`src/rtl/fir_pkg.sv`:
```
// Shared constants and parameter sanity helper for the FIR output decimator
// slice.
//   Y_W            : width of a FIR output sample (unsigned 0..3)
//   DECIM_DEF      : default number of samples summed per output word
//   ACC_W_DEF      : default accumulator / output word width
//   FIFO_DEPTH_DEF : default output FIFO depth
//   acc_w_ok()     : true when an accumulator width holds a full block sum
package fir_pkg;

   localparam int unsigned Y_W            = 2;
   localparam int unsigned DECIM_DEF      = 4;
   localparam int unsigned ACC_W_DEF      = 8;
   localparam int unsigned FIFO_DEPTH_DEF = 4;

   // Largest block sum is 3*decim < 4*decim, so 2+clog2(decim) bits always suffice.
   function automatic bit acc_w_ok(input int unsigned decim, input int unsigned acc_w);
      return acc_w >= (2 + $clog2(decim));
   endfunction

endpackage

```
`src/rtl/fir_output_decimator_if.sv`:
```
// Sample input, output word handshake and status bundle of the decimator.
//   y_in/y_valid          : FIR sample stream into the decimator
//   out_data/out_valid    : oldest buffered block sum
//   out_ready             : consumer accepts out_data
//   clr_ovf/ovf           : sticky overflow clear / flag
//   fill                  : output FIFO occupancy
// Modport slave is the decimator side, master is the producer/consumer side.
interface fir_output_decimator_if
   import fir_pkg::*;
#(
   parameter int unsigned ACC_W      = ACC_W_DEF,
   parameter int unsigned FIFO_DEPTH = FIFO_DEPTH_DEF
);
   localparam int unsigned FILL_W = $clog2(FIFO_DEPTH) + 1;

   logic [Y_W-1:0]    y_in;
   logic              y_valid;
   logic              clr_ovf;
   logic [ACC_W-1:0]  out_data;
   logic              out_valid;
   logic              out_ready;
   logic              ovf;
   logic [FILL_W-1:0] fill;

   modport slave (
      input  y_in, y_valid, clr_ovf, out_ready,
      output out_data, out_valid, ovf, fill
   );

   modport master (
      output y_in, y_valid, clr_ovf, out_ready,
      input  out_data, out_valid, ovf, fill
   );

endinterface

```
`src/rtl/fir_sync_fifo.sv`:
```
// Synchronous FIFO with registered head-of-queue read data.
//   clk, rst   : clock, synchronous active-low reset
//   wr_en_i    : push request (ignored when full unless popping the same cycle)
//   wr_data_i  : push data
//   rd_en_i    : pop request (ignored when empty)
//   rd_data_o  : oldest entry, zero when empty
//   full_o, empty_o, fill_o : occupancy status
module fir_sync_fifo #(
   parameter int unsigned WIDTH = 8,
   parameter int unsigned DEPTH = 4
) (
   input  logic                     clk,
   input  logic                     rst,
   input  logic                     wr_en_i,
   input  logic [WIDTH-1:0]         wr_data_i,
   input  logic                     rd_en_i,
   output logic [WIDTH-1:0]         rd_data_o,
   output logic                     full_o,
   output logic                     empty_o,
   output logic [$clog2(DEPTH):0]   fill_o
);
   localparam int unsigned PTR_W  = $clog2(DEPTH);
   localparam int unsigned FILL_W = PTR_W + 1;

   logic [WIDTH-1:0]  mem_q [DEPTH];
   logic [PTR_W-1:0]  wr_ptr_q, wr_ptr_d;
   logic [PTR_W-1:0]  rd_ptr_q, rd_ptr_d;
   logic [FILL_W-1:0] fill_q, fill_d;
   logic [WIDTH-1:0]  head_q, head_d;
   logic              do_push, do_pop, full, empty;

   assign empty = (fill_q == '0);
   assign full  = (fill_q == FILL_W'(DEPTH));

   always_comb begin
      do_pop   = rd_en_i & ~empty;
      do_push  = wr_en_i & (~full | do_pop);
      wr_ptr_d = wr_ptr_q;
      rd_ptr_d = rd_ptr_q;
      fill_d   = fill_q;
      head_d   = head_q;

      // Pointers are power-of-two wide, so wrap is the natural overflow.
      if (do_push) wr_ptr_d = wr_ptr_q + PTR_W'(1);
      if (do_pop)  rd_ptr_d = rd_ptr_q + PTR_W'(1);

      case ({do_push, do_pop})
         2'b10:   fill_d = fill_q + FILL_W'(1);
         2'b01:   fill_d = fill_q - FILL_W'(1);
         default: fill_d = fill_q;
      endcase

      // Head register tracks what the entry at the next read pointer will be,
      // including the bypass when the pushed word becomes the new head.
      if (do_pop) begin
         if (fill_q == FILL_W'(1)) head_d = do_push ? wr_data_i : '0;
         else                      head_d = mem_q[rd_ptr_q + PTR_W'(1)];
      end else if (empty && do_push) begin
         head_d = wr_data_i;
      end
   end

   always_ff @(posedge clk) begin
      if (!rst) begin
         wr_ptr_q <= '0;
         rd_ptr_q <= '0;
         fill_q   <= '0;
         head_q   <= '0;
      end else begin
         wr_ptr_q <= wr_ptr_d;
         rd_ptr_q <= rd_ptr_d;
         fill_q   <= fill_d;
         head_q   <= head_d;
      end
   end

   always_ff @(posedge clk) begin
      if (rst && do_push) mem_q[wr_ptr_q] <= wr_data_i;
   end

   assign rd_data_o = head_q;
   assign full_o    = full;
   assign empty_o   = empty;
   assign fill_o    = fill_q;

endmodule

```
`src/rtl/fir_output_decimator.sv`:
```
// Sums every DECIM valid FIR samples into one block word and buffers the
// words in an output FIFO with a ready/valid handshake.
//   clk, rst : clock, synchronous active-low reset
//   bus      : slave side of fir_output_decimator_if (samples in, words out,
//              sticky overflow flag with clear, FIFO fill level)
module fir_output_decimator
   import fir_pkg::*;
#(
   parameter int unsigned DECIM      = DECIM_DEF,
   parameter int unsigned ACC_W      = ACC_W_DEF,
   parameter int unsigned FIFO_DEPTH = FIFO_DEPTH_DEF
) (
   input  logic                   clk,
   input  logic                   rst,
   fir_output_decimator_if.slave  bus
);
   localparam int unsigned CNT_W = $clog2(DECIM);

   if (!acc_w_ok(DECIM, ACC_W)) begin : g_bad_acc_w
      $error("ACC_W too narrow for DECIM");
   end

   logic [ACC_W-1:0] acc_q, acc_d;
   logic [CNT_W-1:0] cnt_q, cnt_d;
   logic             ovf_q, ovf_d;
   logic [ACC_W-1:0] sum;
   logic             sum_valid;
   logic             drop;
   logic             fifo_full, fifo_empty;

   always_comb begin
      acc_d     = acc_q;
      cnt_d     = cnt_q;
      sum_valid = 1'b0;
      sum       = acc_q + ACC_W'(bus.y_in);
      if (bus.y_valid) begin
         if (cnt_q == CNT_W'(DECIM - 1)) begin
            sum_valid = 1'b1;
            acc_d     = '0;
            cnt_d     = '0;
         end else begin
            acc_d = sum;
            cnt_d = cnt_q + CNT_W'(1);
         end
      end
   end

   // A full FIFO is never empty, so a pop happens exactly when out_ready is high.
   always_comb begin
      drop  = sum_valid & fifo_full & ~bus.out_ready;
      ovf_d = ovf_q;
      if (drop)             ovf_d = 1'b1;
      else if (bus.clr_ovf) ovf_d = 1'b0;
   end

   always_ff @(posedge clk) begin
      if (!rst) begin
         acc_q <= '0;
         cnt_q <= '0;
         ovf_q <= 1'b0;
      end else begin
         acc_q <= acc_d;
         cnt_q <= cnt_d;
         ovf_q <= ovf_d;
      end
   end

   fir_sync_fifo #(
      .WIDTH (ACC_W),
      .DEPTH (FIFO_DEPTH)
   ) u_fifo (
      .clk       (clk),
      .rst       (rst),
      .wr_en_i   (sum_valid),
      .wr_data_i (sum),
      .rd_en_i   (bus.out_ready),
      .rd_data_o (bus.out_data),
      .full_o    (fifo_full),
      .empty_o   (fifo_empty),
      .fill_o    (bus.fill)
   );

   assign bus.out_valid = ~fifo_empty;
   assign bus.ovf       = ovf_q;

endmodule

```
`src/flat_wrapper.sv`:
```
// flat-port wrapper written by rule: the top's interface ports become plain ports
module fir_output_decimator_flat import fir_pkg::*;
#(
   parameter int unsigned DECIM      = DECIM_DEF,
   parameter int unsigned ACC_W      = ACC_W_DEF,
   parameter int unsigned FIFO_DEPTH = FIFO_DEPTH_DEF
)
  (clk, rst, bus_y_in, bus_y_valid, bus_clr_ovf, bus_out_ready, bus_out_data, bus_out_valid, bus_ovf, bus_fill);
  fir_output_decimator_if #(.ACC_W(ACC_W), .FIFO_DEPTH(FIFO_DEPTH)) bus_i ();
  input  logic clk;
  input  logic rst;
  input wire logic [$bits(bus_i.y_in)-1:0] bus_y_in;
  input wire logic [$bits(bus_i.y_valid)-1:0] bus_y_valid;
  input wire logic [$bits(bus_i.clr_ovf)-1:0] bus_clr_ovf;
  input wire logic [$bits(bus_i.out_ready)-1:0] bus_out_ready;
  output wire logic [$bits(bus_i.out_data)-1:0] bus_out_data;
  output wire logic [$bits(bus_i.out_valid)-1:0] bus_out_valid;
  output wire logic [$bits(bus_i.ovf)-1:0] bus_ovf;
  output wire logic [$bits(bus_i.fill)-1:0] bus_fill;
  assign bus_i.y_in = bus_y_in;
  assign bus_i.y_valid = bus_y_valid;
  assign bus_i.clr_ovf = bus_clr_ovf;
  assign bus_i.out_ready = bus_out_ready;
  assign bus_out_data = bus_i.out_data;
  assign bus_out_valid = bus_i.out_valid;
  assign bus_ovf = bus_i.ovf;
  assign bus_fill = bus_i.fill;
  fir_output_decimator #(.DECIM(DECIM), .ACC_W(ACC_W), .FIFO_DEPTH(FIFO_DEPTH)) u_core (.clk(clk), .rst(rst), .bus(bus_i));
endmodule
```
`config.mk`:
```
export PLATFORM = sky130hd
export DESIGN_NAME = fir_output_decimator_flat
export DESIGN_NICKNAME = d
export VERILOG_FILES = /design/src/rtl/fir_pkg.sv /design/src/rtl/fir_output_decimator_if.sv /design/src/rtl/fir_sync_fifo.sv /design/src/rtl/fir_output_decimator.sv /design/src/flat_wrapper.sv
export SDC_FILE = /design/constraint.sdc
export NUM_CORES = 1
export LEC_CHECK = 0
export BUFFER_PORTS_ARGS = -buffer_cell sky130_fd_sc_hd__clkbuf_2
export CORE_UTILIZATION = 52
export DETAILED_ROUTE_END_ITERATION = 12
export MAX_ROUTING_LAYER = met4
export PLACE_DENSITY = 0.78
export SLEW_MARGIN = 5
export SYNTH_ARGS = -nofsm -noshare
export SYNTH_HDL_FRONTEND = slang
export SYNTH_SLANG_ARGS = --single-unit
export TNS_END_PERCENT = 1
```
`constraint.sdc`:
```
create_clock -name clk -period 2.5 [get_ports clk]
set_input_delay 0.25 -clock clk [delete_from_list [all_inputs] [get_ports clk]]
set_output_delay 0.25 -clock clk [all_outputs]
set_load 0.01 [all_outputs]
```
# Yosys cells after proc, flatten, opt, wreduce, memory -nomap -nowiden
# Memory sizes are Yosys's and may differ from the RTL's.
# Index checks and enable logic that the tools add are counted.
# op_classes
bitwise_logic	8
n_reduce_logical	6
n_mux	13
n_eq_ne	5
n_addsub	6
# ops
cell	count
8-bit two-way mux	5
8-bit by 2-bit adder with 8-bit output	1
2-bit by 1-bit adder with 2-bit output, second input constant	3
1-bit two-way mux	6
3-bit one-hot mux with 2 select lines	1
2-bit nonzero test	3
1-bit AND	4
2-bit equality test, second input constant	2
3-bit by 1-bit adder with 3-bit output, second input constant	1
3-bit by 1-bit equality test with 1-bit output, second input constant	1
3-bit equality test, second input constant	1
3-bit zero test	1
1-bit inverter	3
3-bit by 1-bit subtractor with 3-bit output, second input constant	1
2-bit by 1-bit equality test with 1-bit output, second input constant	1
1-bit logical AND	2
2-bit two-way mux	1
1-bit OR	1
# totals
inputBits	7
output_inout_bits	13
ff_bits	26
wordCells	46
n_memories	1
mem_bits_rw	32
# mem_list
name	depth	width	read_ports	rd_clocked_by_memory_dff	wr	line	text
u_core.u_fifo.mem_q	4	8	1	0	1	fir_sync_fifo.sv:25	logic [WIDTH-1:0] mem_q [DEPTH];

# Depth between registers and ports, before layout
# Gate-level depths: netlist of run 1.
# logic_depth
word_depth	8
ltp_mapped	7
mapped_depth_nobuf	7

# By module
# A second synthesis of run 1 with hierarchy kept.
# unflattened
cells_unflattened	236
hier_area_um2	2852.7
# modules_own_cells
module	instances	cells_each	seq_area_each_um2	area_per_inst_um2
fir_sync_fifo	1	152	1261.2	2113.3
fir_output_decimator	1	84	220.2	739.5

# Worst setup path before layout of run 1
# No wires, ideal clock.
# synth_timing
path_kind	reg-to-reg
startpoint	register u_core.u_fifo.fill_q[0], in the netlist u_core.u_fifo.fill_o[0]
endpoint	memory u_core.u_fifo.mem_q[1][0], enable pin
required_time_ns	2.168
path_buffers	0
setup_time_ns	0.332
path_slack_ns	0.697
path_stages_with_launch	6
arrival_ns	1.471
period_less_slack_ns	1.803
cell_sequence	dfxtp_1 -> inv_1 -> ha_1 -> nand3b_1 -> and2_0 -> and3_1
# synth_via
elab_chain_len	8
word_cells_on_any_way	10
classes_between	eq/ne (1); mux (2); bitwise (5); reduce/logical (2)
# synth_rtl
element	line	text
start, declared	fir_sync_fifo.sv:28	logic [FILL_W-1:0] fill_q, fill_d;
start signal, assigned	fir_sync_fifo.sv:72	fill_q <= fill_d;
3-bit zero test	fir_sync_fifo.sv:32	assign empty = (fill_q == '0);
1-bit inverter	fir_sync_fifo.sv:36	do_pop = rd_en_i & ~empty;
1-bit AND	fir_sync_fifo.sv:36	
1-bit OR (*)	fir_sync_fifo.sv:37	do_push = wr_en_i & (~full | do_pop);
1-bit AND (*)	fir_sync_fifo.sv:37	
1-bit logical AND (*)	fir_sync_fifo.sv:78	if (rst && do_push) mem_q[wr_ptr_q] <= wr_data_i;
1-bit two-way mux (*)	fir_sync_fifo.sv:78	
1-bit two-way mux (implied by the code) (*)	fir_sync_fifo.sv:78	
end, declared	fir_sync_fifo.sv:25	
# Every way passes the cells marked *; elsewhere a longest branch is shown, timed or not.

# Worst setup path in the final report of run 1
# layout_timing
startpoint	register u_core.u_fifo.fill_q[0], in the netlist u_core.u_fifo.fill_o[0]
endpoint	memory u_core.u_fifo.mem_q[3][4], enable pin
# Same word-level chain as after synthesis.

==> results.md, run 1 <==
- Largest family of logic cells by synthesized area: compound AO/OA/AOI/OAI gates
- Most instantiated cells after synthesis: 32 x edfxtp_1, 26 x dfxtp_1, 15 x a21oi_1, 14 x nor2_1, 13 x o21ai_0
- Nets: 259
- Cells on worst reg2reg path: 5
- CTS Hold Bufs: 0
- Crit path max fanout: 8
- CTS resizes: 0
- DP HPWL: 3960 µm
- Fraction of layout cells with a size suffix above 1: 0.208
- FILL cells: 383
- Port bufs: 19
- Avg WL per Cell: 17.5 µm
- Layout area overhead: 12.6%
- Tot GR Track Use: 0.235
- Sequential element share of the synthesized area: 0.562
- H-Tree Depth: 3
- CTS tree: built
- Clk_lat worst skew: 330 ps
- Simple-gate share of the synthesized area: 0.112
- Max-Cap Viols: 0
- Total Routed Length: 5450 µm
- CP startpoint: u_core.u_fifo.fill_o[0]$_SDFFE_PN0P_
- Post-synth top area cell: edfxtp_1
- Pins over their slew limit: 0
- FF+latch count, synth: 58
- Clock-pin transition on the worst setup and hold timing paths: 70 ps
- Kind of critical path: reg -> reg
- CP required: 2480 ps
- Wire length of the first global-routing pass: 8650 µm
- R2r startpoint: u_core.u_fifo.fill_o[0]$_SDFFE_PN0P_
- Syn_nets: 235
- Count of cell types in the netlist: 48
- Post-synth ARST share: 0
- Die footprint: 5360 µm²
- Worst Setup End Kind: register
- Setup TNS: 0 ps
- Number of flops mapped to enable cells by yosys: 32
- Fin crit share: 0.831
- IR Drop Worst-Case VDD: 0.409 mV
- Run status: finished, final reports clean
- Ports: 20
- Number of routed nets with antenna violations: 0
- Worst EP arrival: 2060 ps
- Post-synthesis instance area: 2640 µm²
- # setup viols final: 0
- Total core area: 4790 µm²
- HP Class: in -> reg
- Most common cell in the netlist: edfxtp_1
- Min Clock Period, post-route: 2080 ps
- Reg2Reg Setup Slack: 420 ps
- Die W: 73.2 µm
- Ant diodes: 0
- Rel. slew slack: 0.538
- Synth top area cells: edfxtp_1 36%, dfxtp_1 20%, mux4_2 6.8%, ha_1 5.2%, a21oi_1 2.8%
- Share of the synthesized area in the top cell type: 0.364
- Post-Synth Adder-Cell Area: 0.0598
- Synth warn: 0
- Post-CTS Setup Inserts: 0
- Gp weighted congestion: 0.843
- DR pass1 iterations: 5
- Largest net degree at the start of global routing: 17
- Initial antenna violation count: 0
- Bufs on Longest Clock Path: 2
- Mapped Cells: 216
- Initial Util: 0.551
- Non-Filler Instances: 312
- Worst-path cell chain: inv_1 -> ha_1 -> nand3b_1 -> and2_0 -> and3_1
- Die height: 73.2 µm
- Leak Pwr: 0.00111 µW
- Root buffer cell: clkbuf_8
- Slowest library cell on the worst path: and3_1
- Power Dens Cells: 877 nW/µm²
- Final Hold Viols: 0
- Xor-xnor portion of the synthesized cell area: 0.0166
- Setup crit end: u_core.u_fifo.mem_q[3][4]$_DFFE_PP_
- RSZ-0062 raised after global routing: false
- Kind of start point of the critical path: register
- Post-Syn Area per Cell: 12.2 µm²
- DR iter-0 viols: 128
- Peak Freq: 481 MHz
- DRC: 0
- Total gr overflow: 0
- TritonCTS Buffers: 9
- Complex-gate fraction of the synthesized area: 0.134
- Vias/cell: 5.69
- Cell Rows: 25
- Worst r2r dst: u_core.u_fifo.mem_q[3][4]$_DFFE_PP_
- Vias: 1774
- Worst Skew: 7.27 ps
- Worst path max stage delay: 460 ps
- Placed cells: 296
- Mux contribution to synthesized area: 0.0807
- Top_reg_cell synth: edfxtp_1
- Slew @ Worst Pin: 689 ps
- Vias in the first global route: 1667
- Clock sink total: 58
## final cells by class
cell class | instances | area [µm²] | area share
Sequential cell | 58 | 1480 | 0.499
Tap cell | 67 | 83.8 | 0.0282
Inverter | 12 | 45.0 | 0.0152
Timing Repair Buffer | 20 | 103 | 0.0346
Clock inverter | 1 | 5.00 | 0.00169
Clock buffer | 15 | 188 | 0.0632
Multi-Input combinational cell | 139 | 1060 | 0.358
## per-layer routing
layer / global-route usage / share of wire / wire, µm
met2: 0.337 / 0.48 / 2600
met3: 0.0525 / 0.037 / 201
met1: 0.314 / 0.48 / 2600
met5: - / 0 / 0
met4: 0.120 / 0.0097 / 53
## power by group
group          leakage (µW)  switching (µW)  internal [µW]
sequential         0.000496            86.6           1080
clock             0.0000989             344            474
combinational      0.000511             347            268
total               0.00111             778           1830
## worst max-delay path: cells and delay by family (launching register included)
kind	cells	cell delay, ps
DFF	1	390
and+or+nand+nor	3	990
buffers and inverters	1	100
adders and majority gates	1	240
## worst min path at each step
stage	startpoint	endpoint	slack [ps]	cells past startpoint
3_3_place_gp	u_core.acc_q[7]$_SDFFE_PN0P_	u_core.acc_q[7]$_SDFFE_PN0P_	470	2
5_1_grt	bus_clr_ovf	u_core.bus.ovf$_SDFFE_PN0P_	240	4
6_report	bus_clr_ovf	u_core.bus.ovf$_SDFFE_PN0P_	200	4
3_5_place_dp	u_core.acc_q[7]$_SDFFE_PN0P_	u_core.acc_q[7]$_SDFFE_PN0P_	480	2
2_1_floorplan	rst	u_core.u_fifo.rd_data_o[7]$_SDFFE_PN0P_	390	2
4_1_cts	bus_clr_ovf	u_core.bus.ovf$_SDFFE_PN0P_	200	4
## flip-flops by register name, summed over array words and instances (netlist names)
signal	flops
u_core.bus.ovf	1
u_core.u_fifo.wr_ptr_q	2
u_core.u_fifo.rd_ptr_q	2
u_core.acc_q	8
u_core.cnt_q	2
u_core.u_fifo.mem_q	32
u_core.u_fifo.fill_o	3
u_core.u_fifo.rd_data_o	8
## cell families after synthesis
kind of cell | after synthesis
adder cells (fa/ha/maj) | 12
buffers and inverters | 19
AO/OA/AOI/OAI | 55
XOR/XNOR | 5
flip-flops | 58
AND/OR/NAND/NOR | 57
multiplexers | 10
## through the flow
stage	hold slack, ps	power, µW	setup WS, ps	cell area [µm²]	util
detailed placement	482	1810	439	2780	0.580
global placement	467	1780	571	2780	0.580
global route	245	2740	260	2970	0.620
finish	201	2600	422	2970	0.620
floorplan	388	1630	697	2640	-
CTS	195	2620	415	2970	0.620
## layout by cell type, fill, tap and decap left out, types with 10 or more instances in the layout
cell and instances:
a21oi_1 15, clkbuf_2 19, clkbuf_8 11, dfxtp_1 26, edfxtp_1 32, ha_1 11
inv_1 10, nand3_1 11, nor2_1 14, o21ai_0 13
Power figures use the tool's default switching activity.
==> inputs of run 2 (changes only) <==
- clock period: 2.5 -> 1.95 ns (I/O delays scaled with it)
==> results.md, run 2 (synthesis gave the netlist of run 1 again) <==
- Ant diodes: 0
- Crit path max fanout: 8
- Setup TNS: 0 ps
- DRC: 0
- Power Dens Cells: 1080 nW/µm²
- Vias in the first global route: 1720
- Ports: 20
- H-Tree Depth: 3
- Peak Freq: 557 MHz
- Cell Rows: 25
- Die footprint: 5360 µm²
- CTS tree: built
- DR iter-0 viols: 110
- Bufs on Longest Clock Path: 2
- Wire length of the first global-routing pass: 8560 µm
- Total gr overflow: 0
- Clock sink total: 58
- Nets: 266
- Layout area overhead: 14.8%
- Run status: finished, final reports clean
- Final Hold Viols: 0
- Non-Filler Instances: 319
- Sequential Area: 1480 µm²
- FILL cells: 383
- Total core area: 4790 µm²
- Total Routed Length: 5110 µm
- Switching share of power: 0.319
- Min Clock Period, post-route: 1800 ps
- Initial Util: 0.551
- DP HPWL: 3760 µm
- RSZ-0062 raised after global routing: false
- Sequential power share: 0.459
- HP Class: in -> reg
- Switching power: 1040 µW
- Commonest non-fill, non-tap cell in the layout: edfxtp_1
- Most frequent cells in the layout: 32 x edfxtp_1, 26 x dfxtp_1, 19 x clkbuf_2, 15 x a21oi_1, 14 x nor2_1
- CP Buf/Inv Count: 1
- Fin crit share: 0.921
- Vias/cell: 5.58
- Post-CTS Setup Inserts: 0
- Max-Cap Viols: 0
- Fraction of layout cells with a size suffix above 1: 0.250
- Largest net degree at the start of global routing: 18
- Die height: 73.2 µm
- CP required: 2140 ps
- Placed cells: 303
- Int Pwr: 2220 µW
- Worst EP arrival: 1990 ps
- Vias: 1780
- IR Drop Worst-Case VDD: 0.514 mV
- Worst Skew: 8.67 ps
- CP delay by family, top: compound AO/OA/AOI/OAI gates
- Kind of start point of the critical path: register
- Slew @ Worst Pin: 489 ps
- Root buffer cell: clkbuf_8
- Combinational power share: 0.256
- Rel. slew slack: 0.667
- Worst-path cell chain: inv_1 -> ha_1 -> and2b_4 -> a311o_4 -> a32oi_1 -> a21oi_1
- CTS Hold Bufs: 0
- # setup viols final: 0
- Tot GR Track Use: 0.231
- Avg WL per Cell: 16.0 µm
- Kind of critical path: reg -> reg
- Die W: 73.2 µm
- Number of routed nets with antenna violations: 0
- Worst Setup End Kind: register
- Multi-input gate area: 1070 µm²
- Clock-pin transition on the worst setup and hold timing paths: 70 ps
- Initial antenna violation count: 0
- DR pass1 iterations: 4
- Slowest library cell on the worst path: a311o_4
- Clk_lat worst skew: 330 ps
- Gp weighted congestion: 0.844
- Leak Pwr: 0.00113 µW
- TritonCTS Buffers: 9
- Port bufs: 19
- Clock power frac: 0.286
- Pins over their slew limit: 0
- Worst path max stage delay: 440 ps
- Max reg flops: 32
- Most flop-heavy register: u_core.u_fifo.mem_q
==> run 2: power by group through the flow <==
stage	registers, µW	logic, µW	clock network (µW)
2_1_floorplan	1500	588	0
3_3_place_gp	1520	810	0
3_5_place_dp	1520	835	0
4_1_cts	1500	837	951
5_1_grt	1510	922	1020
6_report	1500	833	931
==> run 2: metal layers <==
layer / wire length, µm / global-route usage / up-vias
met5: 0 / - / -
met4: 29 / 0.0893 / 0
met3: 247 / 0.0718 / 2
met2: 2450 / 0.338 / 41
met1: 2390 / 0.302 / 859
li1: - / - / 878
==> run 2: worst reg2reg max path: cells and delay by family (launching register included) <==
family	cells	cell delay, ps
buffers and inverters	1	110
AO/OA/AOI/OAI	3	740
adder cells (fa/ha/maj)	1	220
AND/OR/NAND/NOR	1	210
flip-flops	1	390
==> run 2: what timing repair did <==
action                                  CTS  global route
endpoints found under the hold margin     0             0
endpoints found under the setup margin    0            16
resized for setup                         0             2
==> run 2: worst paths after layout <==
check	slack, ps	endpoint	cells after the start	startpoint
max	150	u_core.u_fifo.rd_data_o[1]$_SDFFE_PN0P_	6	u_core.u_fifo.fill_o[1]$_SDFFE_PN0P_
min	160	u_core.bus.ovf$_SDFFE_PN0P_	4	bus_clr_ovf
max reg2reg	150	u_core.u_fifo.rd_data_o[1]$_SDFFE_PN0P_	6	u_core.u_fifo.fill_o[1]$_SDFFE_PN0P_
min reg2reg	490	u_core.acc_q[7]$_SDFFE_PN0P_	2	u_core.acc_q[7]$_SDFFE_PN0P_
==> run 2: area by class of cell <==
class | count | share of cell area
inverter | 12 | 0.0149
timing repair buffer | 27 | 0.0595
clock inverter | 7 | 0.0153
sequential | 58 | 0.489
multi-input combinational | 139 | 0.352
clock buffer | 9 | 0.0409
tap | 67 | 0.0277
==> run 2: stage by stage <==
stage | setup WS, ps | power [µW] | hold WS [ps] | util | instance area (µm²)
final | 153 | 3260 | 160 | 0.632 | 3030
after global routing | 37.2 | 3450 | 174 | 0.632 | 3030
after CTS | 61.9 | 3280 | 145 | 0.632 | 3020
after detailed placement | 80.2 | 2360 | 479 | 0.596 | 2850
after global placement | 129 | 2330 | 467 | 0.596 | 2850
after floorplan | 147 | 2090 | 333 | - | 2640
==> inputs of run 3 (changes only) <==
- SETUP_SLACK_MARGIN: not set -> 0.2
==> results.md, run 3 (synthesis gave the netlist of run 1 again) <==
- RSZ-0062 raised after global routing: true
- Vias/cell: 5.76
- Die W: 73.2 µm
- Final hold slack: 151 ps
- H-Tree Depth: 3
- Port bufs: 19
- IR Drop Worst-Case VDD: 0.563 mV
- Initial antenna violation count: 0
- Die height: 73.2 µm
- Root buffer cell: clkbuf_8
- DR pass1 iterations: 4
- Commonest non-fill, non-tap cell in the layout: edfxtp_1
- Clock-pin transition on the worst setup and hold timing paths: 60 ps
- Dpl ws: 72.8 ps
- CP required: 1960 ps
- Total core area: 4790 µm²
- Max-Cap Viols: 0
- HP Class: in -> reg
- Leak Pwr: 0.00114 µW
- Kind of start point of the critical path: register
- CTS Hold Bufs: 0
- Final worst slack: 208 ps
- Rel. slew slack: 0.647
- DR iter-0 viols: 128
- Cell Rows: 25
- Bufs on Longest Clock Path: 2
- Vias: 1844
- Most frequent cells in the layout: 32 x edfxtp_1, 24 x dfxtp_1, 19 x clkbuf_2, 14 x a21oi_1, 14 x nor2_1
- Wire length of the first global-routing pass: 8460 µm
- Avg WL per Cell: 16.9 µm
- Kind of critical path: reg -> reg
- Peak Freq: 574 MHz
- Worst Setup End Kind: register
- Crit path max fanout: 8
- Min Clock Period, post-route: 1740 ps
- TritonCTS Buffers: 9
- Slew @ Worst Pin: 525 ps
- Gp weighted congestion: 0.811
- Ant diodes: 0
- CTS tree: built
- DRC: 0
- Worst Skew: 6.50 ps
- Run status: finished, final reports clean
- Nets: 267
- Total Routed Length: 5410 µm
- Die footprint: 5360 µm²
- Vias in the first global route: 1674
- Fraction of layout cells with a size suffix above 1: 0.281
- Power Dens Cells: 1100 nW/µm²
- Initial Util: 0.551
- Most flop-heavy register: u_core.u_fifo.mem_q
- Fin crit share: 0.893
- Clk_lat worst skew: 330 ps
- Tot GR Track Use: 0.232
- PnR Total Power: 3400 µW
- Final Hold Viols: 0
- Total gr overflow: 0
- Layout area overhead: 17.0%
- DP HPWL: 3650 µm
- Pins over their slew limit: 0
- Max reg flops: 32
- Setup TNS: 0 ps
- # setup viols final: 0
- Clock sink total: 58
- Number of routed nets with antenna violations: 0
- Worst EP arrival: 1750 ps
- Ports: 20
- Largest net degree at the start of global routing: 17
[run 3: cell types whose count changed in the layout (fill, tap and decap cells not counted), moves of 3 or more]
cell / before / now
o21ai_1: 4 / 7
o21ai_0: 13 / 10
clkinvlp_4: 3 / 0
and3_4: 0 / 3
clkbuf_1: 0 / 3
[run 3: routing by layer]
layer  up-vias  GRT usage  routed length [µm]
met2        54      0.332                2570
met3         7     0.0829                 256
met4         0     0.0828                  68
li1        878          -                   -
met1       905      0.305                2510
met5         -          -                   0
[run 3: report_power, final]
part	switching, µW	internal, µW	total (µW)
logic	469	402	871
clock network	451	571	1020
registers	113	1390	1510
[run 3: timing repair]
action,CTS,global route
setup buffers,0,1
pin swaps,0,2
cloned,0,0
endpoints found under the setup margin,52,55
gates resized for setup,4,16
[run 3: critical path, cell delays in order (launching register included)]
cell and delay [ps]:
dfxtp_2 350, inv_1 80, ha_1 230, nand3b_1 120, and2_1 280, and3_2 370
[run 3: worst paths after layout]
kind	startpoint	to	slack (ps)	cells past startpoint
max	u_core.u_fifo.fill_o[0]$_SDFFE_PN0P_	u_core.u_fifo.mem_q[2][5]$_DFFE_PP_	210	5
min	bus_clr_ovf	u_core.bus.ovf$_SDFFE_PN0P_	150	4
max reg2reg	u_core.u_fifo.fill_o[0]$_SDFFE_PN0P_	u_core.u_fifo.mem_q[2][5]$_DFFE_PP_	210	5
min reg2reg	u_core.bus.ovf$_SDFFE_PN0P_	u_core.bus.ovf$_SDFFE_PN0P_	500	2
[run 3: area by class of cell]
type                    count  area (µm²)
flip-flops and latches     58        1480
clock inverters             2        10.0
well taps                  67        83.8
fillers                   355        1700
clock buffers              14         174
inverters                  12        45.0
repair buffers             28         166
multi-input cells         139        1120
[run 3: stage by stage]
| stage | cells | utilization | cell area, µm² |
|---|---|---|---|
| global route | 320 | 0.644 | 3080 |
| global placement | 303 | 0.591 | 2830 |
| floorplan | 216 | - | 2640 |
| CTS | 319 | 0.631 | 3020 |
| finish | 320 | 0.644 | 3080 |
| detailed placement | 303 | 0.591 | 2830 |
